[config.mk]
export PLATFORM = sky130hd
export DESIGN_NAME = learn_score_keeper
export DESIGN_NICKNAME = d
export VERILOG_FILES = /design/src/rtl/learn_score_keeper_pkg.sv /design/src/rtl/learn_score_keeper_bcd2_counter.sv /design/src/rtl/learn_score_keeper.sv
export SDC_FILE = /design/constraint.sdc
export NUM_CORES = 1
export LEC_CHECK = 0
export ABC_CLOCK_PERIOD_IN_PS = 5600
export CELL_PAD_IN_SITES_DETAIL_PLACEMENT = 2
export CELL_PAD_IN_SITES_GLOBAL_PLACEMENT = 2
export CORE_UTILIZATION = 39
export DETAILED_ROUTE_END_ITERATION = 8
export GPL_TIMING_DRIVEN = 0
export PLACE_DENSITY_LB_ADDON = 0.1
export SKIP_LAST_GASP = 1
export SYNTH_ARGS = -nofsm -noshare
export SYNTH_HDL_FRONTEND = slang
export SYNTH_SLANG_ARGS = --single-unit
[constraint.sdc]
create_clock -name clk -period 5.6 [get_ports clk]
set_input_delay 0.84 -clock clk [delete_from_list [all_inputs] [get_ports clk]]
set_output_delay 0.84 -clock clk [all_outputs]
set_load 0.005 [all_outputs]
[src/rtl/learn_score_keeper_pkg.sv]
`default_nettype none
// +----------------------------------------------------------------------+
// | learn_score_keeper_pkg                                               |
// | Shared learn-mode state encodings and response-grade thresholds.     |
// | Revision: 1.0                                                        |
// +----------------------------------------------------------------------+
package learn_score_keeper_pkg;

  typedef enum logic [1:0] {
    ST_IDLE   = 2'd0,
    ST_LEARN  = 2'd1,
    ST_FINISH = 2'd2
  } learn_state_e;

  localparam logic [3:0] c_grade_t1  = 4'd5;
  localparam logic [3:0] c_grade_t2  = 4'd10;
  localparam logic [3:0] c_grade_t3  = 4'd15;
  localparam logic [3:0] c_ticks_max = 4'd15;

  // Maps elapsed 100 ms ticks onto the 1-4 response grade.
  function automatic logic [2:0] grade_of(input logic [3:0] ticks);
    if (ticks < c_grade_t1)      grade_of = 3'd1;
    else if (ticks < c_grade_t2) grade_of = 3'd2;
    else if (ticks < c_grade_t3) grade_of = 3'd3;
    else                         grade_of = 3'd4;
  endfunction

endpackage
`default_nettype wire

[src/rtl/learn_score_keeper_bcd2_counter.sv]
`default_nettype none
// +----------------------------------------------------------------------+
// | bcd2_counter                                                         |
// | Two-digit BCD up-counter, synchronous clear, saturating at 99.       |
// | Revision: 1.0                                                        |
// +----------------------------------------------------------------------+
module bcd2_counter (
  input  logic       clk,
  input  logic       rst_n,
  input  logic       clear,
  input  logic       inc,
  output logic [3:0] tens,
  output logic [3:0] ones
);

  logic [3:0] r_tens;
  logic [3:0] r_ones;

  always_ff @(posedge clk or negedge rst_n) begin
    if (!rst_n) begin
      r_tens <= 4'd0;
      r_ones <= 4'd0;
    end else if (clear) begin
      r_tens <= 4'd0;
      r_ones <= 4'd0;
    end else if (inc && !(r_tens == 4'd9 && r_ones == 4'd9)) begin
      if (r_ones == 4'd9) begin
        r_ones <= 4'd0;
        r_tens <= r_tens + 4'd1;
      end else begin
        r_ones <= r_ones + 4'd1;
      end
    end
  end

  assign tens = r_tens;
  assign ones = r_ones;

endmodule
`default_nettype wire

[src/rtl/learn_score_keeper.sv]
`default_nettype none
// +----------------------------------------------------------------------+
// | learn_score_keeper                                                   |
// | Tracks score, response grade and note count for the learn page.     |
// | Revision: 1.0                                                        |
// +----------------------------------------------------------------------+
module learn_score_keeper
  import learn_score_keeper_pkg::*;
#(
  parameter int TICK_DIV = 10_000_000
) (
  input  logic       clk,
  input  logic       rst_n,
  input  logic [1:0] learn_state,
  input  logic       note_valid,
  input  logic       note_correct,
  output logic [3:0] digit1,
  output logic [3:0] digit2,
  output logic [2:0] interval,
  output logic [5:0] note_cnt
);

  localparam int c_presc_w = (TICK_DIV > 1) ? $clog2(TICK_DIV) : 1;
  localparam logic [c_presc_w-1:0] c_presc_max = c_presc_w'(TICK_DIV - 1);

  logic [1:0]           r_prev_state;
  logic [c_presc_w-1:0] r_presc;
  logic [3:0]           r_ticks;
  logic [2:0]           r_interval;
  logic [5:0]           r_note_cnt;

  logic       w_in_learn;
  logic       w_in_finish;
  logic       w_entry;
  logic       w_run;
  logic       w_clear;
  logic       w_wrap;
  logic [3:0] w_ticks_now;
  logic       w_score_inc;

  assign w_in_learn  = (learn_state == ST_LEARN);
  assign w_in_finish = (learn_state == ST_FINISH);
  assign w_entry     = w_in_learn && (r_prev_state != ST_LEARN);
  assign w_run       = w_in_learn && !w_entry;
  assign w_clear     = w_entry || (!w_in_learn && !w_in_finish);
  assign w_wrap      = (r_presc == c_presc_max);

  // A tick completing on this very edge counts toward the grade.
  assign w_ticks_now = (w_wrap && r_ticks != c_ticks_max) ? r_ticks + 4'd1 : r_ticks;
  assign w_score_inc = w_run && note_valid && note_correct;

  always_ff @(posedge clk or negedge rst_n) begin
    if (!rst_n) begin
      r_prev_state <= ST_IDLE;
    end else begin
      r_prev_state <= learn_state;
    end
  end

  always_ff @(posedge clk or negedge rst_n) begin
    if (!rst_n) begin
      r_presc    <= '0;
      r_ticks    <= 4'd0;
      r_interval <= 3'd0;
      r_note_cnt <= 6'd0;
    end else if (w_clear) begin
      r_presc    <= '0;
      r_ticks    <= 4'd0;
      r_interval <= 3'd0;
      r_note_cnt <= 6'd0;
    end else if (w_run) begin
      if (note_valid) begin
        r_presc    <= '0;
        r_ticks    <= 4'd0;
        r_interval <= grade_of(w_ticks_now);
        if (r_note_cnt != 6'd63) begin
          r_note_cnt <= r_note_cnt + 6'd1;
        end
      end else begin
        r_presc <= w_wrap ? '0 : r_presc + c_presc_w'(1);
        r_ticks <= w_ticks_now;
      end
    end
  end

  bcd2_counter u_score (
    .clk   (clk),
    .rst_n (rst_n),
    .clear (w_clear),
    .inc   (w_score_inc),
    .tens  (digit1),
    .ones  (digit2)
  );

  assign interval = r_interval;
  assign note_cnt = r_note_cnt;

endmodule
`default_nettype wire

==> impl_metrics.ini <==
[status]
status = finished, violations left
violations = DRC

[layout]
diodes = 0
post-route-util_pct = 48.20
finalNonFillerCells = 401
layout-drive-gt1-share_pct = 8.025
fillers = 707
finalNetCount = 336
fin_area_um2 = 3131
syn_to_final_growth_pct = 16.75

[cts]
cts_resized = 0
numClockSinks = 47
postCtsSetupRepairBufs = 0
clkLatencyLatePin_ps = 300
cts_tree = yes
cts_buffer_depth = 2
cts_inserted_buffers = 5
htreeDepth = 2
cts_root_buffer = clkbuf_8
path_clk_slew_ps = 90
postCtsHoldBufs = 0

[synthesis]
synthArstFlopShare_pct = 100.0
yosys-top-cells-count = 47 x dfrtp_1, 37 x nor2_1, 32 x nand2_1
synth.distinct_cells = 53
synth-compound-area-share_pct = 13.16
synthTopCellsByArea = dfrtp_1 44%, xor2_1 5.6%, nor2_1 5.2%
syn_nets = 306
synthXorXnorAreaFrac_pct = 7.513
synthCells = 293
synth_top_family_by_area = simple AND/OR/NAND/NOR gates
yosys.area_share.adder_pct = 3.266
synth_seq_cells = 47
syn_area_um2 = 2681
synthMuxAreaShare_pct = 1.587
synth_edf_count = 0
synth_flop_cell = dfrtp_1
netlist.area_leader.share_pct = 43.86
seq_area_frac_synth_pct = 43.86
synth_top_cell_by_area = dfrtp_1
synthSimpleGateAreaFrac_pct = 27.34
syn_avg_cell_area_um2 = 9.151
synth_warnings = 0
synth.most_common_cell = dfrtp_1

[worst_hold_path]
hp-start = interval[2]
hold_end = interval[2]
worstHoldPathCells = 2
hold_class = reg -> reg

[timing]
rsz0062_at_grt = no
whs_ps = 498.1
hold_viol_final = 0
worst_slew_pin_slew_ps = 1042
setup_viol = 0
fmax_mhz = 329.3
slew_viol_final = 0
skew_ps = 11.17
finalCritPeriodShare_pct = 54.23
tns_ps = 0
relSlewSlack_pct = 30.03
period_needed_ps = 3037
setup_ws_ps = 2563

[grt]
overflow = 0
grt_pass1_vias = 2483
grt_pass1_wl_um = 12460
grt_antenna_before_repair = 0
grt_use_total_pct = 21.79
grt_max_degree = 28

[die]
core-area_um2 = 6495
die_area_um2 = 7211
die_h_um = 84.92
start_util_pct = 41.28
die_x_um = 84.92
io_pins = 23
rows = 29

[setup_path]
cp_slowest_cell = clkdlybuf4s50_1
cp_max_fo = 10
crit_type = in -> reg
startpoint_type = input pin
cpPeakStageDelay_ps = 560
r2r-start = r_presc[13]
cp.arrival_ps = 3210
r2r_slack_ps = 3140
path_cells = clkdlybuf4s50_1 > nand2b_1 > clkbuf_1 > o21ai_0 > a41oi_1 > nand4_1 > xor2_1 > nor2_1
timing.rr.end = interval[1]
critPathCaptureType = register
r2r_cells = 6
worstPathRequired_ps = 5780

[placement]
hpwl_um = 5135
placed_area_um2 = 3013
numPortBuffers = 22
gp_congestion = 0.7708
pre_cts_slack_ps = 2142
placed_cells = 393

[detailed_routing]
wl_per_cell_um = 17.80
totalWireLength_um = 7137
vias = 2316
drc = 2
dr.pass1.iters = 6
viasPerCell = 5.776
ant_nets = 0
drt-initial-drc-count = 71

[power]
power_mw = 0.6550
power.density_nw_per_um2 = 209.2
leakagePower_nw = 1.286
ir_worst_vdd_mv = 0.08934

[flow_run]
maxCapViolations = 0
## layout by cell type, fill, tap and decap left out, types with 2 or more instances in the layout
cell type        count
ha_1                 7
clkbuf_1             8
and2_1               2
mux2i_1              2
nand2b_1             5
and4bb_2             2
a21oi_1             11
nand4b_1             2
o31ai_1              5
o211ai_1             2
dfrtp_1             47
and3_1               8
clkbuf_8             6
and4_1               3
a31oi_1              6
clkdlybuf4s50_1     21
nand2_1             32
nor2_1              37
nand4_1             11
buf_2                5
nor2b_1              6
xor2_1              17
nor4_1               2
xnor2_1              6
o21ai_0             18
inv_1                5
nor3_1               3
nand3_1             15
## sequential cells by signal, summed over array words and instances (netlist names)
name and cells:
interval 3, note_cnt 6, r_presc 24, r_prev_state 2, r_ticks 4, u_score.ones 4
u_score.tens 4
## worst max-delay path by stage
stage                   start  depth (start not counted)  slack [ps]         endpoint
2_1_floorplan  learn_state[1]                          8        3270      r_presc[21]
3_3_place_gp            rst_n                          1        2220  u_score.tens[1]
3_5_place_dp   learn_state[0]                          8        2140      note_cnt[4]
4_1_cts        learn_state[0]                          8        2480      note_cnt[4]
5_1_grt        learn_state[0]                          8        2270      note_cnt[4]
6_report       learn_state[0]                          8        2560      note_cnt[4]
## cell type report
class / instances / area, µm² / share of cell area [%]
multi-input cells: 227 / 1418 / 45.28
flip-flops and latches: 47 / 1176 / 37.57
repair buffers: 23 / 235.2 / 7.514
well taps: 77 / 96.34 / 3.078
clock buffers: 6 / 82.58 / 2.638
plain buffers: 14 / 68.82 / 2.198
clock inverters: 2 / 35.03 / 1.119
inverters: 5 / 18.77 / 0.5995
## power breakdown
part	total (mW)	internal [mW]	switching, mW
registers	0.346	0.342	0.00423
clock network	0.268	0.145	0.123
logic	0.0405	0.0145	0.0260
## cell families (layout without fill, tap and decap cells)
family	Yosys count	count (layout)
compound gates	54	54
xor+xnor	23	23
fa+ha+maj	7	7
buf+inv	19	50
flops	47	47
mux	4	4
simple gates	139	139
## per-layer routing
layer | track usage, % | vias to the layer above | wire, µm
met5 | 0 | - | 0
met4 | 5.239 | 0 | 65
met3 | 3.794 | 6 | 152
met2 | 37.18 | 23 | 3552
met1 | 28.92 | 1177 | 3366
li1 | - | 1110 | -
## worst max-delay path, delay by kind of cell
family	cells	cell delay (ps)
buffers and inverters	2	950
AO/OA/AOI/OAI	2	880
AND/OR/NAND/NOR	3	380
XOR/XNOR	1	160
No activity file was read; power rests on OpenSTA's default activity.
